**config.mk**
```make
export PLATFORM = sky130hd
export DESIGN_NAME = dbg_7seg_scan_flat
export DESIGN_NICKNAME = d
export VERILOG_FILES = /design/src/rtl/seg7_pkg.sv /design/src/rtl/dbg_7seg_scan_if.sv /design/src/rtl/seg7_hex_decode.sv /design/src/rtl/dbg_7seg_scan.sv /design/src/flat_wrapper.sv
export SDC_FILE = /design/constraint.sdc
export NUM_CORES = 1
export LEC_CHECK = 0
export CORE_ASPECT_RATIO = 1.75
export CORE_UTILIZATION = 30
export CTS_BUF_LIST = sky130_fd_sc_hd__clkbuf_4 sky130_fd_sc_hd__clkbuf_8
export DETAILED_ROUTE_END_ITERATION = 12
export PLACE_DENSITY = 0.55
export REMOVE_ABC_BUFFERS = 1
export SYNTH_ARGS = -nofsm -noshare
export SYNTH_HDL_FRONTEND = slang
export SYNTH_HIERARCHICAL = 1
export SYNTH_SLANG_ARGS = --single-unit
```
**constraint.sdc**
```tcl
create_clock -name clk -period 9.3 [get_ports clk]
set_clock_uncertainty 0.2 [all_clocks]
set_input_delay 1.86 -clock clk [delete_from_list [all_inputs] [get_ports clk]]
set_output_delay 1.86 -clock clk [all_outputs]
set_load 0.02 [all_outputs]
```
**src/rtl/seg7_pkg.sv**
```systemverilog
// seg7_pkg: shared constants for the 7-segment debug display.
//   HEX_SEG       : hex nibble -> active-high gfedcba segment pattern
//   SEG_A..SEG_DP : bit positions of each segment on the SEG bus
//   on_len_width  : width that holds (bright+1)*(SCAN_DIV-GUARD) untruncated
package seg7_pkg;

    localparam int SEG_A  = 0;
    localparam int SEG_B  = 1;
    localparam int SEG_C  = 2;
    localparam int SEG_D  = 3;
    localparam int SEG_E  = 4;
    localparam int SEG_F  = 5;
    localparam int SEG_G  = 6;
    localparam int SEG_DP = 7;

    localparam logic [6:0] HEX_SEG [16] = '{
        7'h3F, 7'h06, 7'h5B, 7'h4F, 7'h66, 7'h6D, 7'h7D, 7'h07,
        7'h7F, 7'h6F, 7'h77, 7'h7C, 7'h39, 7'h5E, 7'h79, 7'h71
    };

    // (bright+1) needs bright_w+1 bits and (scan_div-guard) < scan_div needs
    // clog2(scan_div) bits, so the product fits in their sum.
    function automatic int on_len_width(input int scan_div, input int bright_w);
        return $clog2(scan_div) + bright_w + 1;
    endfunction

endpackage

```
**src/rtl/dbg_7seg_scan_if.sv**
```systemverilog
// dbg_7seg_scan_if: display-side bundle of the debug 7-segment scanner.
//   din/dp/blank : per-digit nibble, decimal point and forced blank
//   bright       : PWM brightness, 0 = dimmest
//   lz_en/freeze : leading-zero suppression enable, snapshot hold
//   RAZR/SEG     : digit selects and segment lines (polarity set by the driver)
//   frame        : one-cycle pulse at each frame start
//   master = source of display data, slave = the scanner.
interface dbg_7seg_scan_if #(
    parameter int DIGITS   = 8,
    parameter int BRIGHT_W = 4
);
    logic [4*DIGITS-1:0] din;
    logic [DIGITS-1:0]   dp;
    logic [DIGITS-1:0]   blank;
    logic [BRIGHT_W-1:0] bright;
    logic                lz_en;
    logic                freeze;
    logic [DIGITS-1:0]   RAZR;
    logic [7:0]          SEG;
    logic                frame;

    modport master (
        output din, dp, blank, bright, lz_en, freeze,
        input  RAZR, SEG, frame
    );

    modport slave (
        input  din, dp, blank, bright, lz_en, freeze,
        output RAZR, SEG, frame
    );
endinterface

```
**src/rtl/seg7_hex_decode.sv**
```systemverilog
// seg7_hex_decode: combinational hex nibble -> 7-segment decoder.
//   nibble : 4-bit hex value
//   seg    : active-high segments, seg[0]=a .. seg[6]=g
module seg7_hex_decode
    import seg7_pkg::*;
(
    input  logic [3:0] nibble,
    output logic [6:0] seg
);
    always_comb begin
        seg = HEX_SEG[nibble];
    end
endmodule

```
**src/rtl/dbg_7seg_scan.sv**
```systemverilog
// dbg_7seg_scan: multiplexed N-digit 7-segment debug display driver with
// frame-coherent snapshot, per-digit dp/blank, leading-zero suppression,
// PWM brightness, anti-ghosting guard time and configurable polarity.
//   clk : system clock
//   rst : synchronous active-high reset
//   bus : dbg_7seg_scan_if slave (display data in, RAZR/SEG/frame out)
module dbg_7seg_scan
    import seg7_pkg::*;
#(
    parameter int DIGITS       = 8,
    parameter int SCAN_DIV     = 3125,
    parameter int GUARD        = 2,
    parameter int BRIGHT_W     = 4,
    parameter int SEG_ACT_LOW  = 1,
    parameter int RAZR_ACT_LOW = 1
) (
    input  logic           clk,
    input  logic           rst,
    dbg_7seg_scan_if.slave bus
);
    localparam int CNT_W = (SCAN_DIV > 1) ? $clog2(SCAN_DIV) : 1;
    localparam int IDX_W = $clog2(DIGITS);
    localparam int ON_W  = on_len_width(SCAN_DIV, BRIGHT_W);

    localparam logic [CNT_W-1:0]  CNT_LAST  = CNT_W'(SCAN_DIV - 1);
    localparam logic [IDX_W-1:0]  IDX_LAST  = IDX_W'(DIGITS - 1);
    localparam logic [ON_W-1:0]   GUARD_EXT = ON_W'(GUARD);
    localparam logic [ON_W-1:0]   SPAN      = ON_W'(SCAN_DIV - GUARD);
    localparam logic [DIGITS-1:0] RAZR_IDLE = (RAZR_ACT_LOW != 0) ? '1 : '0;
    localparam logic [7:0]        SEG_IDLE  = (SEG_ACT_LOW != 0) ? '1 : '0;

    logic [CNT_W-1:0]    cnt;
    logic [IDX_W-1:0]    idx;
    logic [4*DIGITS-1:0] snap_din;
    logic [DIGITS-1:0]   snap_dp;
    logic [DIGITS-1:0]   snap_blank;
    logic [DIGITS-1:0]   lz_mask;

    logic                frame_start;
    logic [ON_W-1:0]     product;
    logic [ON_W-1:0]     on_len;
    logic [ON_W-1:0]     cnt_ext;
    logic [3:0]          cur_nib;
    logic [6:0]          dec_seg;
    logic                lit;
    logic [DIGITS-1:0]   razr_hi;
    logic [7:0]          seg_hi;
    logic [DIGITS-1:0]   cap_mask;
    logic                zero_run;

    assign frame_start = (cnt == '0) && (idx == '0);

    assign product = (ON_W'(bus.bright) + ON_W'(1)) * SPAN;
    assign on_len  = product >> BRIGHT_W;
    assign cnt_ext = ON_W'(cnt);

    assign cur_nib = snap_din[{idx, 2'b00} +: 4];

    seg7_hex_decode u_dec (
        .nibble (cur_nib),
        .seg    (dec_seg)
    );

    // Leading-zero mask from the value about to be captured: digit k is
    // suppressed when it and every more-significant nibble are zero.
    always_comb begin
        cap_mask = '0;
        zero_run = 1'b1;
        for (int unsigned k = DIGITS - 1; k >= 1; k--) begin
            zero_run    = zero_run && (bus.din[4*k +: 4] == 4'h0);
            cap_mask[k] = zero_run;
        end
    end

    always_comb begin
        lit = (cnt_ext >= GUARD_EXT) && (cnt_ext < GUARD_EXT + on_len)
              && !snap_blank[idx] && !(bus.lz_en && lz_mask[idx]);
    end

    always_comb begin
        razr_hi = '0;
        seg_hi  = '0;
        if (lit) begin
            razr_hi[idx]         = 1'b1;
            seg_hi[SEG_G:SEG_A]  = dec_seg;
            seg_hi[SEG_DP]       = snap_dp[idx];
        end
    end

    always_ff @(posedge clk) begin
        if (rst) begin
            cnt        <= '0;
            idx        <= '0;
            snap_din   <= '0;
            snap_dp    <= '0;
            snap_blank <= '0;
            lz_mask    <= '0;
            bus.RAZR   <= RAZR_IDLE;
            bus.SEG    <= SEG_IDLE;
            bus.frame  <= 1'b0;
        end else begin
            if (cnt == CNT_LAST) begin
                cnt <= '0;
                idx <= (idx == IDX_LAST) ? '0 : idx + 1'b1;
            end else begin
                cnt <= cnt + 1'b1;
            end

            if (frame_start && !bus.freeze) begin
                snap_din   <= bus.din;
                snap_dp    <= bus.dp;
                snap_blank <= bus.blank;
                lz_mask    <= cap_mask;
            end

            // XOR with the idle pattern inverts exactly when lines are active-low.
            bus.RAZR  <= razr_hi ^ RAZR_IDLE;
            bus.SEG   <= seg_hi ^ SEG_IDLE;
            bus.frame <= frame_start;
        end
    end
endmodule
```
**src/flat_wrapper.sv**
```systemverilog
// flat-port wrapper written by rule: the top's interface ports become plain ports
module dbg_7seg_scan_flat import seg7_pkg::*;
#(
    parameter int DIGITS       = 8,
    parameter int SCAN_DIV     = 3125,
    parameter int GUARD        = 2,
    parameter int BRIGHT_W     = 4,
    parameter int SEG_ACT_LOW  = 1,
    parameter int RAZR_ACT_LOW = 1
)
  (clk, rst, bus_din, bus_dp, bus_blank, bus_bright, bus_lz_en, bus_freeze, bus_RAZR, bus_SEG, bus_frame);
  dbg_7seg_scan_if #(.DIGITS(DIGITS), .BRIGHT_W(BRIGHT_W)) bus_i ();
  input  logic clk;
  input  logic rst;
  input wire logic [$bits(bus_i.din)-1:0] bus_din;
  input wire logic [$bits(bus_i.dp)-1:0] bus_dp;
  input wire logic [$bits(bus_i.blank)-1:0] bus_blank;
  input wire logic [$bits(bus_i.bright)-1:0] bus_bright;
  input wire logic [$bits(bus_i.lz_en)-1:0] bus_lz_en;
  input wire logic [$bits(bus_i.freeze)-1:0] bus_freeze;
  output wire logic [$bits(bus_i.RAZR)-1:0] bus_RAZR;
  output wire logic [$bits(bus_i.SEG)-1:0] bus_SEG;
  output wire logic [$bits(bus_i.frame)-1:0] bus_frame;
  assign bus_i.din = bus_din;
  assign bus_i.dp = bus_dp;
  assign bus_i.blank = bus_blank;
  assign bus_i.bright = bus_bright;
  assign bus_i.lz_en = bus_lz_en;
  assign bus_i.freeze = bus_freeze;
  assign bus_RAZR = bus_i.RAZR;
  assign bus_SEG = bus_i.SEG;
  assign bus_frame = bus_i.frame;
  dbg_7seg_scan #(.DIGITS(DIGITS), .SCAN_DIV(SCAN_DIV), .GUARD(GUARD), .BRIGHT_W(BRIGHT_W), .SEG_ACT_LOW(SEG_ACT_LOW), .RAZR_ACT_LOW(RAZR_ACT_LOW)) u_core (.clk(clk), .rst(rst), .bus(bus_i));
endmodule
```
==> reports/metrics.yaml, run 1 <==
synth:
  ys_warn_count: 6
  synth-simple-area-share_pct: 22.6
  ys_seq_area_share_pct: 31.9
  synth_top_family_by_area: "simple AND/OR/NAND/NOR gates"
  synthAdderAreaFrac_pct: 10.9
  synth_top_area_share_pct: 31.9
  synth_seq_cells: 87
  syn_avg_cell_area_sq_um: 8.59
  synth.largest_area_cell: "dfxtp_1"
  syn_inst: 635
  synthMuxAreaShare_pct: 7.75
  synthTopCellsByArea: "dfxtp_1 32%, ha_1 11%, nand2_1 8.3%, a21oi_1 6.1%, mux4_2 3.7%"
  synth-xor-area-share_pct: 4.65
  async_reset_ff_share_pct: 0
  netlist_area_sq_um: 5460
  synth-compound-area-share_pct: 16.7
  synth-edff-count: 0
  ys_types: 74
  synth_ff_type: "dfxtp_1"
die:
  dieArea_sq_um: 18800
  die_h_um: 180
  io_pins: 73
  die_w_um: 104
  start_util_pct: 31.0
  fp-row-count: 64
  core_area_sq_um: 17600
final_layout:
  final_cell_area_sq_um: 6510
  drive_above_1_share_pct: 9.39
  nets: 790
  final_cell_mix: "120 x nand2_1, 87 x dfxtp_1, 71 x clkdlybuf4s50_1, 66 x a21oi_1, 46 x ha_1"
  final_common_cell: "nand2_1"
  fill_cells: 1853
  syn_to_final_growth_pct: 19.3
  num_antenna_cells: 0
  final_cells: 923
  seqCellArea_sq_um: 1740
  multi_input_area_sq_um: 3420
clock_tree:
  cts_tree: "done"
  htree_num_levels: 3
  cts_resized: 0
  post_cts_buffers: 0
  clkTransAtPathRegs_ns: 0.09
  cts_inserted_buffers: 9
  postCtsHoldBufs: 0
  clock_latency_ns: 0.37
  cts_buffer_depth: 2
  cts.root.buffer_cell: "clkbuf_8"
  clock_sink_count: 87
hold_path:
  min_path_type: "reg -> reg"
  hold_start: "u_core/snap_din[12]"
routing:
  drc: 0
  via_per_inst: 5.10
  drt_iter0_markers: 192
  wl_um: 14000
  wl_per_cell_um: 15.1
  first_pass_iters: 5
  antenna_left: 0
  num_vias: 4705
timing:
  timing.final.max_slew_violations: 0
  layout_setup_ws_ns: 1.27
  relSlewSlack_pct: 14.5
  period_needed_ns: 8.03
  tns_ns: 0
  rsz0062_at_grt: "false"
  max_freq_ghz: 0.124
  tightest_slew_ns: 1.27
  hold_slack_ns: 0.254
  setup_viol_count_final: 0
  hold_viol_final: 0
  min_period_over_period_pct: 86.4
pwr:
  powerDensity_nw_per_um2: 154
  p_leak_nw: 2.36
  peakVddDrop_v: 0.000102
placed_design:
  dp_slack_ns: 0.918
  dpl.cell_count: 907
  dp_hpwl_um: 10900
  placed_area_sq_um: 6300
  gp_congestion: 0.828
  io_buffers: 72
worst_setup_path:
  crit_start: "bus_bright[0]"
  cp.arrival_ns: 8.04
  critical_path_class: "in -> reg"
  crit_required_ns: 9.30
  crit_path_max_fanout: 16
  worstSetupStartpointType: "input port"
  r2r-start: "u_core/cnt[6]"
  cp-end-kind: "flop"
global_routing:
  antenna_found_initial: 0
  grt_max_degree: 74
  overflow: 0
  grt_pass1_wl_um: 23400
  grt_pass1_vias: 4747
  gr-usage-all-layers_pct: 15.6
run:
  maxCapViolCount: 0
outcome:
  status: "finished, final reports clean"
synth_stat cells (all sizes together), types with 3 or more instances:
cell / instances
or4: 6
and2: 6
nand3b: 3
clkbuf: 29
nand2: 120
or3: 5
nor3b: 7
nor2: 38
buf: 8
o211ai: 18
nand4: 6
o21ai: 7
a21o: 4
a21oi: 66
mux2i: 10
o21a: 3
nor4: 12
nor3: 13
xnor2: 13
a22oi: 3
nand2b: 4
ha: 46
and3: 6
nor2b: 5
mux2: 8
mux4: 10
a31oi: 4
dfxtp: 87
xor2: 13
inv: 22
nor4b: 5
nand3: 15
final cells by class:
type                    instances  area share [%]
multi-input cells             488            52.6
inverters                      23            1.33
flip-flops and latches         87            26.7
clock inverters                 7            1.33
clock buffers                   9            1.90
well taps                     231            4.44
repair buffers                 78            11.7
state kept, by name, indices dropped and copies added, names as in the netlist:
signal	flops
u_core/bus.SEG	8
u_core/snap_blank	8
u_core/bus.frame	1
u_core/idx	3
u_core/bus.RAZR	8
u_core/lz_mask	7
u_core/snap_dp	8
u_core/snap_din	32
u_core/cnt	12
path summary, 6_finish.rpt:
| path | to | slack [ns] | cells after the start |
|---|---|---|---|
| max | u_core/bus.RAZR[7] | 1.27 | 24 |
| min | u_core/snap_din[12] | 0.25 | 2 |
| max reg2reg | u_core/lz_mask[4] | 6.05 | 6 |
| min reg2reg | u_core/snap_din[12] | 0.25 | 2 |
metrics by stage:
stage | util (%) | power [W]
5_1_grt | 37.0 | 0.00107
6_report | 37.0 | 0.00100
4_1_cts | 37.0 | 0.00102
2_1_floorplan | - | 0.000622
3_5_place_dp | 35.8 | 0.000731
3_3_place_gp | 35.8 | 0.000728
logic make-up (layout without fill, tap and decap cells):
group / after synthesis / count (layout)
adder cells (fa/ha/maj): 47 / 47
buffers and inverters: 60 / 117
multiplexers: 28 / 28
flip-flops: 87 / 87
XOR/XNOR: 26 / 26
AND/OR/NAND/NOR: 258 / 258
AO/OA/AOI/OAI: 129 / 129
metal layers:
layer / routed length [um] / global-route usage [%] / vias to the layer above
met5: 0 / 0 / -
met3: 453 / 2.03 / 31
met2: 7380 / 29.1 / 121
met4: 648 / 9.09 / 0
li1: - / - / 2354
met1: 5490 / 16.4 / 2199
worst max-delay path, stage by stage:
cell and delay, ns:
clkdlybuf4s50_1 0.70, nand3_1 0.14, xnor2_1 0.25, inv_1 0.08, ha_1 0.20, ha_1 0.28
inv_1 0.04, fa_1 0.48, inv_1 0.04, ha_1 0.37, o21a_1 0.21, o2bb2ai_1 0.48
nor4b_1 0.15, o311ai_0 0.84, nor2_1 0.12, xnor2_1 0.17, ha_1 0.29, a21oi_1 0.13
o21ai_0 0.12, a21o_1 0.19, a221o_1 0.35, o211ai_1 0.13, buf_4 0.28, o211ai_1 0.12
report_power, final:
part / switching [W] / total [W] / internal [W]
combinational: 0.000185 / 0.000321 / 0.000136
clock: 0.000150 / 0.000280 / 0.000131
sequential: 0.0000100 / 0.000402 / 0.000392
total: 0.000345 / 0.00100 / 0.000659
Power figures use the tool's default switching activity.
==> run 2: changes to the inputs <==
--- a/config.mk
+++ b/config.mk
@@ -9,6 +9,7 @@
 export CORE_UTILIZATION = 30
 export CTS_BUF_LIST = sky130_fd_sc_hd__clkbuf_4 sky130_fd_sc_hd__clkbuf_8
 export DETAILED_ROUTE_END_ITERATION = 12
+export MAX_ROUTING_LAYER = met4
 export PLACE_DENSITY = 0.55
 export REMOVE_ABC_BUFFERS = 1
 export SYNTH_ARGS = -nofsm -noshare
==> reports/metrics.yaml, run 2 (synthesis results as in run 1) <==
timing:
  relSlewSlack_pct: 18.6  # +4.2 points
  min_period_over_period_pct: 87.4  # +1.1 points
  max_freq_ghz: 0.123  # -1.2%
  tns_ns: 0  # unchanged
  setup_viol_count_final: 0  # unchanged
  hold_viol_final: 0  # unchanged
  hold_slack_ns: 0.253  # -0.000657 ns
  tightest_slew_ns: 1.21  # -0.0622 ns
  timing.final.max_slew_violations: 0  # unchanged
  rsz0062_at_grt: "false"
  period_needed_ns: 8.13  # +0.0986 ns
worst_setup_path:
  critical_path_class: "in -> reg"
  path_cells: "clkdlybuf4s50_1, nand3_1, xnor2_1, inv_1, ha_1, ha_1, inv_1, fa_1, inv_1, ha_1, o21a_1, o2bb2ai_1, nor4b_1, o311ai_0, nor2_1, xnor2_1, ha_1, a21oi_1, o21ai_0, a21o_1, a221o_1, o211ai_1, buf_4, o211ai_1"
  cp.arrival_ns: 8.13  # +0.09 ns
  ff2ff_path_depth: 6  # unchanged
  worstSetupPathDepth: 24  # unchanged
  r2r_slack_ns: 5.97  # -0.08 ns
  crit_buf_inv: 5  # unchanged
  slowest_delay_ns: 0.93  # +0.09 ns
  cp-end-kind: "flop"
  crit_start: "bus_bright[0]"
  cpMaxStageDelayCell: "o311ai_0"
  crit_required_ns: 9.30  # about the same
  cp-endpoint: "u_core/bus.SEG[0]"
  crit_path_max_fanout: 16  # unchanged
  cpMostUsedCell: "ha_1"
  crit_family: "compound AO/OA/AOI/OAI gates"
  r2r-end: "u_core/snap_din[1]"
  worstSetupStartpointType: "input port"
  r2r-start: "u_core/cnt[6]"
final_layout:
  final_common_cell: "nand2_1"
  largest_reg_flops: 32  # unchanged
  final_cells: 922  # -0.11%
  top_regs: "u_core/snap_din x32, u_core/cnt x12"
  final_cell_mix: "120 x nand2_1, 87 x dfxtp_1, 71 x clkdlybuf4s50_1, 66 x a21oi_1, 46 x ha_1"
  nets: 790  # unchanged
  syn_to_final_growth_pct: 18.6
  largest_register: "u_core/snap_din"
  final_cell_area_sq_um: 6470  # -0.58%
  num_antenna_cells: 0  # unchanged
  drive_above_1_share_pct: 9.26  # -0.13 points
global_routing:
  use_met1_pct: 16.7  # +0.26 points
  grt_pass1_vias: 4844  # +2.0%
  grt.met2_usage_pct: 30.3  # +1.2 points
  antenna_found_initial: 0  # unchanged
  grt_max_degree: 74  # unchanged
  grt_pass1_wl_um: 23900  # +2.2%
  gr-usage-all-layers_pct: 16.4  # +0.83 points
  overflow: 0  # unchanged
  met3_usage_pct: 2.03  # unchanged
  busiest_layer: "met2"
placed_design:
  dp_hpwl_um: 11100  # +2.5%
  placed_area_sq_um: 6300  # unchanged
  gp_congestion: 0.896  # +8.2%
  dpl.cell_count: 907  # unchanged
  io_buffers: 72  # unchanged
routing:
  via_per_inst: 5.11  # +0.24%
  drc: 0  # unchanged
  first_pass_iters: 4  # -1
  wl_um: 14400  # +3.0%
  antenna_left: 0  # unchanged
  wl_per_cell_um: 15.6  # +3.2%
  drt_iter0_markers: 199  # +3.6%
  num_vias: 4711  # +0.13%
outcome:
  status: "finished, final reports clean"
clock_tree:
  cts_buffer_depth: 2  # unchanged
  cts_tree: "done"
  cts_inserted_buffers: 9  # unchanged
  htree_num_levels: 3  # unchanged
  post_cts_buffers: 0  # unchanged
  clock_latency_ns: 0.36  # about the same
  postCtsHoldBufs: 0  # unchanged
  clkTransAtPathRegs_ns: 0.08  # about the same
  cts_resized: 0  # unchanged
  clock_sink_count: 87  # unchanged
  cts.root.buffer_cell: "clkbuf_8"
die:
  io_pins: 73  # unchanged
  dieArea_sq_um: 18800  # unchanged
  core_area_sq_um: 17600  # unchanged
  die_h_um: 180  # unchanged
  die_w_um: 104  # unchanged
  fp-row-count: 64  # unchanged
  start_util_pct: 31.0  # unchanged
run:
  maxCapViolCount: 0  # unchanged
pwr:
  p_leak_nw: 2.34  # -0.82%
  peakVddDrop_v: 0.0000934  # -8.7%
  powerDensity_nw_per_um2: 149  # -3.7%
hold_path:
  min_path_type: "reg -> reg"
  hold_start: "u_core/snap_dp[6]"
run 2: layout make-up:
type	instances	area (sq um)
clock buffers	12	153
clock inverters	3	20.0
fillers	1855	11100
inverters	23	86.3
multi-input cells	488	3420
flip-flops and latches	87	1740
well taps	231	289
repair buffers	78	761
run 2: worst reg2reg max path: stages (launching register included):
cell     delay, ns
dfxtp_1       0.39
or4_1         0.56
nor4_1        0.60
nand3_1       0.24
nor2_4        0.85
nand2_1       0.21
a21oi_1       0.20
run 2: worst min path at each step:
stage	slack, ns	to	depth (start not counted)
floorplan	0.22	u_core/snap_din[20]	2
global placement	0.24	u_core/snap_dp[2]	2
detailed placement	0.25	u_core/snap_din[9]	2
CTS	0.26	u_core/snap_din[14]	2
global route	0.27	u_core/snap_din[18]	2
finish	0.25	u_core/snap_dp[6]	2
run 2: power breakdown:
group / total [W] / leakage (nW) / switching (W) / internal [W]
logic: 0.000322 / 1.54 / 0.000187 / 0.000135
registers: 0.000403 / 0.709 / 0.0000103 / 0.000392
clock network: 0.000237 / 0.0853 / 0.000129 / 0.000109
total: 0.000961 / 2.34 / 0.000325 / 0.000636
run 2: per-layer routing:
metal	vias up	routed length [um]
met4	0	609
met5	-	0
met3	25	421
met1	2225	5710
li1	2352	-
met2	109	7660
run 2: stage by stage:
step	power [W]	util (%)	setup slack, ns
2_1_floorplan	0.000622	-	2.09
3_3_place_gp	0.000729	35.8	0.879
3_5_place_dp	0.000732	35.8	0.768
4_1_cts	0.000971	36.7	1.14
5_1_grt	0.00102	36.7	0.659
6_report	0.000961	36.7	1.17
==> run 3: changes to the inputs <==
--- a/config.mk
+++ b/config.mk
@@ -5,14 +5,13 @@
 export SDC_FILE = /design/constraint.sdc
 export NUM_CORES = 1
 export LEC_CHECK = 0
+export ABC_AREA = 0
 export CORE_ASPECT_RATIO = 1.75
 export CORE_UTILIZATION = 30
-export CTS_BUF_LIST = sky130_fd_sc_hd__clkbuf_4 sky130_fd_sc_hd__clkbuf_8
 export DETAILED_ROUTE_END_ITERATION = 12
 export MAX_ROUTING_LAYER = met4
 export PLACE_DENSITY = 0.55
 export REMOVE_ABC_BUFFERS = 1
 export SYNTH_ARGS = -nofsm -noshare
 export SYNTH_HDL_FRONTEND = slang
-export SYNTH_HIERARCHICAL = 1
 export SYNTH_SLANG_ARGS = --single-unit
==> reports/metrics.yaml, run 3 <==
synth:
  synth.largest_area_cell: "dfxtp_1"
  yosys-top-cells-count: "146 x nand2_1, 87 x dfxtp_1, 77 x a21oi_1, 44 x ha_1, 34 x nor2_1"
  ys_warn_count: 0  # -6
  synthTopCellsByArea: "dfxtp_1 34%, ha_1 11%, nand2_1 11%, a21oi_1 7.6%, mux4_2 4.9%"
  synth_top_area_share_pct: 34.3  # +2.4 points
  netlist_area_sq_um: 5080  # -6.9%
  yosysMostFrequentCell: "nand2_1"
  synth_top_family_by_area: "simple AND/OR/NAND/NOR gates"
  async_reset_ff_share_pct: 0  # unchanged
  synth_ff_type: "dfxtp_1"
  synth-edff-count: 0  # unchanged
  synth-simple-area-share_pct: 22.0  # -0.56 points
  ys_seq_area_share_pct: 34.3  # +2.4 points
  ys_types: 63  # -15%
  synthMuxAreaShare_pct: 7.46  # -0.28 points
  synth-compound-area-share_pct: 15.6  # -1.1 points
  synthAdderAreaFrac_pct: 10.8  # -0.072 points
  syn_inst: 613  # -3.5%
  syn_avg_cell_area_sq_um: 8.28  # -3.6%
  synth-xor-area-share_pct: 4.98  # +0.32 points
  synth_seq_cells: 87  # unchanged
clock_tree:
  cts_buffer_depth: 2  # unchanged
  cts_tree: "done"
  cts_inserted_buffers: 9  # unchanged
  post_cts_buffers: 0  # unchanged
  postCtsHoldBufs: 0  # unchanged
  cts.root.buffer_cell: "clkbuf_16"
  clock_latency_ns: 0.34  # -0.02 ns
  htree_num_levels: 3  # unchanged
  cts_resized: 0  # unchanged
  clock_sink_count: 87  # unchanged
  clkTransAtPathRegs_ns: 0.06  # -0.02 ns
final_layout:
  drive_above_1_share_pct: 7.11  # -2.2 points
  largest_register: "u_core.snap_din"
  syn_to_final_growth_pct: 22.7
  nets: 770  # -2.5%
  fill_cells: 1733  # -6.6%
  top_regs: "u_core.snap_din x32, u_core.cnt x12"
  num_antenna_cells: 0  # unchanged
  final_cell_mix: "146 x nand2_1, 87 x dfxtp_1, 77 x a21oi_1, 71 x clkdlybuf4s50_1, 44 x ha_1"
  final_common_cell: "nand2_1"
  largest_reg_flops: 32  # unchanged
routing:
  num_vias: 4600  # -2.4%
  wl_per_cell_um: 15.1  # -3.1%
  wl_um: 13600  # -5.5%
  via_per_inst: 5.12  # +0.14%
  drt_iter0_markers: 147  # -26%
  antenna_left: 0  # unchanged
  first_pass_iters: 4  # unchanged
  drc: 0  # unchanged
global_routing:
  antenna_found_initial: 0  # unchanged
  grt_pass1_wl_um: 22300  # -6.7%
  gr-usage-all-layers_pct: 16.7  # +0.34 points
  grt_pass1_vias: 4697  # -3.0%
  grt_max_degree: 62  # -16%
  overflow: 0  # unchanged
timing:
  max_freq_ghz: 0.125  # +1.4%
  min_period_over_period_pct: 86.2  # -1.2 points
  setup_viol_count_final: 0  # unchanged
  tns_ns: 0  # unchanged
  hold_viol_final: 0  # unchanged
  period_needed_ns: 8.02  # -0.115 ns
  rsz0062_at_grt: "false"
  timing.final.max_slew_violations: 0  # unchanged
  layout_setup_ws_ns: 1.28  # +0.115 ns
  relSlewSlack_pct: 41.3  # +23 points
  hold_slack_ns: 0.253  # -0.000507 ns
  tightest_slew_ns: 0.874  # -0.333 ns
placed_design:
  dp_slack_ns: 0.914  # +0.147 ns
  dp_hpwl_um: 10600  # -5.0%
  io_buffers: 72  # unchanged
  gp_congestion: 0.910  # +1.5%
hold_path:
  min_path_type: "reg -> reg"
  hold_start: "u_core.snap_din[21]"
worst_setup_path:
  cp.arrival_ns: 7.99  # -0.14 ns
  r2r-start: "u_core.cnt[9]"
  crit_required_ns: 9.27  # -0.03 ns
  crit_start: "bus_bright[0]"
  worstSetupStartpointType: "input port"
  cp-end-kind: "flop"
  critical_path_class: "in -> reg"
  crit_path_max_fanout: 16  # unchanged
  r2r_slack_ns: 6.13  # +0.16 ns
die:
  fp-row-count: 62  # -3.1%
  start_util_pct: 30.9  # -0.099 points
  core_area_sq_um: 16400  # -6.6%
  dieArea_sq_um: 17500  # -6.8%
  io_pins: 73  # unchanged
  die_h_um: 174  # -3.5%
  die_w_um: 100  # -3.5%
outcome:
  status: "finished, final reports clean"
pwr:
  powerDensity_nw_per_um2: 165  # +11%
  peakVddDrop_v: 0.000113  # +21%
  p_leak_nw: 2.35  # +0.54%
run:
  maxCapViolCount: 0  # unchanged
[run 3: cell count changes in the layout (fill, tap and decap cells not counted), sizes merged, moves of 7 or more]
cell / change
o211ai: -14
nand2: +26
a21oi: +13
nand4: +7
mux2: -8
nor3: -7
o21ai: +10
[run 3: final cells by class]
class	count	area, sq um	area share [%]
sequential	87	1740	28.0
multi-input combinational	476	3100	49.8
timing repair buffer	77	753	12.1
clock buffer	10	239	3.84
clock inverter	6	45.0	0.723
tap	224	280	4.50
inverter	19	71.3	1.14
[run 3: metrics by stage]
stage | utilization [%] | cells | area, sq um | total power (W)
after floorplan | - | 582 | 4910 | 0.000598
after global placement | 36.2 | 883 | 5950 | 0.000691
after detailed placement | 36.2 | 883 | 5950 | 0.000697
after CTS | 37.9 | 899 | 6230 | 0.00104
after global routing | 37.9 | 899 | 6230 | 0.00108
final | 37.9 | 899 | 6230 | 0.00103
[run 3: power breakdown]
part	internal (W)	leakage (nW)	switching [W]	total [W]
logic	0.000121	1.51	0.000164	0.000285
registers	0.000393	0.709	0.0000101	0.000403
clock network	0.000189	0.131	0.000151	0.000340
[run 3: cells by family (layout without fill, tap and decap cells)]
group,after synthesis,after routing
AND/OR/NAND/NOR,251,251
AO/OA/AOI/OAI,132,132
flip-flops,87,87
buffers and inverters,50,112
adder cells (fa/ha/maj),44,44
XOR/XNOR,28,28
multiplexers,21,21
[run 3: final timing paths]
kind,to,depth (start not counted)
setup / recovery,u_core.bus.SEG[2],24
hold / removal,u_core.snap_din[21],2
hold reg to reg,u_core.snap_din[21],2
setup reg to reg,u_core.lz_mask[1],8
[run 3: metal layers]
layer / vias to the layer above / routed length (um) / global-route usage, %
met1: 2169 / 5070 / 16.5
met2: 123 / 7420 / 30.4
met5: - / 0 / -
li1: 2268 / - / -
met3: 40 / 530 / 2.85
met4: 0 / 577 / 9.12
[run 3: worst max-delay path: stages]
cell and delay [ns]:
clkdlybuf4s50_1 0.63, nand3_1 0.14, xnor2_1 0.26, inv_1 0.08
ha_1 0.25, ha_1 0.35, xor2_1 0.17, ha_1 0.19
a31o_2 0.22, ha_1 0.36, o2111a_1 0.22, a21boi_0 0.27
nor3_1 0.10, o2111ai_1 0.33, o21bai_1 0.19, xnor2_1 0.14
a21oi_1 0.07, xor2_1 0.16, ha_1 0.20, a2111o_1 0.37
a2111oi_0 0.38, a21oi_1 0.14, a21oi_2 0.65, o221ai_1 0.26
